--- src/rtl/arb2_mux_ctrl.sv ---
// Two-requester round-robin arbiter driving a registered 2:1 data mux.
// Optional ARB_LOCK_EN adds a lock input that suppresses grant expiry.
module arb2_mux_ctrl #(
  parameter int WIDTH = 8,
  parameter int HOLD  = 4
) (
  input  logic             clk,
  input  logic             rst,
  input  logic [1:0]       req,
  input  logic [WIDTH-1:0] d0,
  input  logic [WIDTH-1:0] d1,
  output logic [1:0]       gnt,
  output logic             sel,
  output logic [WIDTH-1:0] y,
  output logic             vld
`ifdef ARB_LOCK_EN
  ,input logic             lock
`endif
);

  localparam int CW = (HOLD > 1) ? $clog2(HOLD) : 1;

  typedef enum logic [1:0] {IDLE = 2'd0, G0 = 2'd1, G1 = 2'd2} state_t;

  state_t          state;
  logic            ptr;
  logic [CW-1:0]   cnt;
  logic [CW-1:0]   cnt_nxt;
  logic            cur, own_req, oth_req, xfer, at_max, lock_hold;
  logic            go, go_k, go_idle;

  assign cur     = (state == G1);
  assign own_req = req[cur];
  assign oth_req = req[~cur];
  assign xfer    = |(gnt & req);
  assign at_max  = (cnt == CW'(HOLD - 1));

`ifdef ARB_LOCK_EN
  assign lock_hold = lock;
`else
  assign lock_hold = 1'b0;
`endif

  // Next-grant decision; go/go_k request entry into G(go_k), go_idle a return to IDLE.
  always_comb begin
    go      = 1'b0;
    go_k    = 1'b0;
    go_idle = 1'b0;
    cnt_nxt = cnt;
    if (state == IDLE) begin
      if (|req) begin
        go   = 1'b1;
        go_k = (req == 2'b11) ? ptr : req[1];
      end
    end else if (!own_req) begin
      if (oth_req) begin
        go   = 1'b1;
        go_k = ~cur;
      end else begin
        go_idle = 1'b1;
      end
    end else if (at_max && !lock_hold) begin
      // Expiry: hand over under contention, otherwise start a fresh window.
      if (oth_req) begin
        go   = 1'b1;
        go_k = ~cur;
      end else begin
        cnt_nxt = '0;
      end
    end else if (!at_max) begin
      cnt_nxt = cnt + CW'(1);
    end
  end

  always_ff @(posedge clk) begin
    if (rst) begin
      state <= IDLE;
      gnt   <= 2'b00;
      sel   <= 1'b0;
      y     <= '0;
      vld   <= 1'b0;
      ptr   <= 1'b0;
      cnt   <= '0;
    end else begin
      vld <= xfer;
      if (xfer) y <= gnt[1] ? d1 : d0;
      if (go) begin
        state <= go_k ? G1 : G0;
        gnt   <= go_k ? 2'b10 : 2'b01;
        sel   <= go_k;
        ptr   <= ~go_k;
        cnt   <= '0;
      end else if (go_idle) begin
        state <= IDLE;
        gnt   <= 2'b00;
        cnt   <= '0;
      end else begin
        cnt <= cnt_nxt;
      end
    end
  end

endmodule

--- config.mk ---
export PLATFORM = sky130hd
export DESIGN_NAME = arb2_mux_ctrl
export DESIGN_NICKNAME = d
export VERILOG_FILES = /design/src/rtl/arb2_mux_ctrl.sv
export SDC_FILE = /design/constraint.sdc
export NUM_CORES = 1
export LEC_CHECK = 0
export BUFFER_PORTS_ARGS = -buffer_cell sky130_fd_sc_hd__buf_4
export CORE_MARGIN = 3
export CORE_UTILIZATION = 48
export CTS_CLUSTER_SIZE = 14
export DETAILED_ROUTE_END_ITERATION = 10
export PLACE_DENSITY = 0.87
export SYNTH_ARGS = -nofsm -noshare
export SYNTH_HDL_FRONTEND = slang
export SYNTH_SLANG_ARGS = --single-unit
--- constraint.sdc ---
create_clock -name clk -period 2.3 [get_ports clk]
set_input_delay 0 -clock clk [delete_from_list [all_inputs] [get_ports clk]]
set_output_delay 0 -clock clk [all_outputs]
set_load 0.01 [all_outputs]
==> metrics.cfg <==
[clock_tree]
h-tree-depth = 1
clockBufferDepth = 2
clock-sinks = 15
cts_tree = built
clkLatencyLatePin_ns = 0.28
clkTransAtPathRegs_ns = 0.10
cts_buffers = 3
root_buffer = clkbuf_4

[timing]
clock.fmax_mhz = 511
finalHoldViolCount = 0
finalCritPeriodShare_pct = 85.1
rsz0062_at_grt = false
finalMaxSlewViolations = 0
fin_ws_ns = 0.343
fin_crit_ns = 1.96
fin_setup_tns_ns = 0
skew_ns = 0.00426
relSlewSlack_pct = 57.8
timing.hold.ws_ns = 0.0533
finalSetupViolCount = 0
tightest_slew_ns = 0.632

[critical_path]
cp-end-kind = flip-flop
cp_max_fo = 16
r2r_slack_ns = 0.34
worstReg2RegEnd = state[0]$_SDFFE_PP0P_
critPathLaunchType = flip-flop
rr_startpoint = state[1]$_SDFFE_PP0P_
cp.required_ns = 2.53
worstSetupStartpoint = state[1]$_SDFFE_PP0P_
crit_arrival_ns = 2.19
worstRegToRegCells = 5
crit_type = flip-flop to flip-flop

[yosys]
synth_mux_area_share_pct = 12.1
synth-main-ff-cell = dfxtp_1
synth-edff-count = 0
syn_nets = 105
ys_seq_area_share_pct = 40.4
ys_seq_elements = 15
synthXorXnorAreaFrac_pct = 0
synthesis.area_um2 = 743
async_reset_ff_share_pct = 0
synth-simple-area-share_pct = 14.6
synth_fa_ha_area_share_pct = 1.68
synth_cell_type_count = 26
synth_top_family_by_area = compound AO/OA/AOI/OAI gates
syn_inst = 84
ys_warn_count = 0
syn_area_per_cell_um2 = 8.85
synth_compound_gate_area_share_pct = 24.1

[power]
vdd_drop_max_v = 0.000359
power.leakage_uw = 0.000447
powerDensity_nw_per_um2 = 592

[cells_and_area]
num-fill-cells = 109
stdcell_count = 132
nNetsFinal = 139
postLayoutCellArea_um2 = 1010
drive_gt1_share_pct = 30.8
final_cell_mix = buf_4, dfxtp_1, nor2_1
area_growth_syn_to_layout_pct = 36.0
num_antenna_cells = 0
mostFrequentLayoutCell = buf_4
multi_input_area_um2 = 390
seqCellArea_um2 = 300

[grt]
grt_util_all_layers_pct = 17.2
grt_pass1_wl_um = 2590
grt_max_degree = 17
grt_pass1_vias = 614
grt_overflow_total = 0
antenna_found_initial = 0

[die]
die_w_um = 45.4
fp.dieH_um = 45.4
io_pins = 32
placementRows = 13
core_area_um2 = 1380
dieArea_um2 = 2060
start_util_pct = 53.8

[route]
drt_iter0_markers = 18
dr.pass1.iters = 4
postRouteAntennaNets = 0
drt_wl_total_um = 1630
drcViolationCount = 0
wl_per_cell_um = 12.4
viasPerCell = 5.47
vias = 722

[run_status]
outcome = complete, no violations

[min_path]
hp-class = input port to flip-flop
min_from = d0[4]
hold_depth = 3
min_to = y[4]$_SDFFE_PP0P_

[run]
cap_violations = 0

[placement]
hpwl_um = 1220
numPortBuffers = 31
place_area_um2 = 953
pre_cts_ws_ns = 0.622
dp_cells = 125
place_congestion = 0.795

## through the flow
step / power, uW / util (%)
2_1_floorplan: 388 / -
3_3_place_gp: 444 / 69.0
3_5_place_dp: 448 / 69.0
4_1_cts: 604 / 73.1
5_1_grt: 630 / 73.1
6_report: 599 / 73.1
## registers in the layout, summed over array words and instances, names as in the netlist
name and cells:
sel 1, state 2, cnt 2, y 8, vld 1, ptr 1
## worst max-delay path by stage
stage,to,slack (ns),depth (start not counted)
after floorplan,cnt[1]$_SDFFE_PP0P_,1.03,4
after global placement,y[5]$_SDFFE_PP0P_,0.67,4
after detailed placement,y[5]$_SDFFE_PP0P_,0.62,4
after CTS,state[0]$_SDFFE_PP0P_,0.38,5
after global routing,state[0]$_SDFFE_PP0P_,0.24,5
final,state[0]$_SDFFE_PP0P_,0.34,5
## routing by layer
metal | wire (um) | vias up | GRT usage, % | share of wire [%]
li1 | - | 370 | - | -
met3 | 104 | 0 | 4.78 | 6.4
met4 | 0 | 0 | 7.02 | 0
met2 | 854 | 27 | 25.4 | 52
met5 | 0 | - | 0 | 0
met1 | 674 | 325 | 23.4 | 41
## report_power, final
| group | switching [uW] | internal [uW] |
|---|---|---|
| Clock | 88.5 | 64.6 |
| Combinational | 61.8 | 81.7 |
| Sequential | 21.0 | 281 |
## synthesized netlist by cell type, types with 3 or more instances
library cell   n  area, um^2
nor2_1        11        41.3
a211oi_1       9        67.6
inv_1          3        11.3
o21a_1         3        22.5
mux2i_1        9        90.1
a22oi_1        3        22.5
o21ai_0        5        25.0
dfxtp_1       15         300
nand2_1        9        33.8
## logic make-up after synthesis
logic type,count (synthesis)
compound gates,26
fa+ha+maj,1
buf+inv,8
flops,15
mux,9
simple gates,25
## timing repair
action,in CTS,in global routing
resized for setup,0,0
hold endpoints to repair,10,0
hold buffers,3,0
setup buffers,0,0
## worst max-delay path, cell delays in order (launching register included)
cell           delay, ns
dfxtp_1             0.74
nand2_1             0.14
o21ai_0             0.11
o21ai_0             0.10
a211oi_1            0.23
dlygate4sd3_1       0.58
## area by class of cell
class,count,share of cell area [%]
multi-input combinational,61,38.6
sequential,15,29.7
clock buffer,3,2.23
clock inverter,1,0.495
tap,15,1.86
inverter,3,1.11
timing repair buffer,34,26.0
Note: power is estimated with default switching activity, not from simulation.
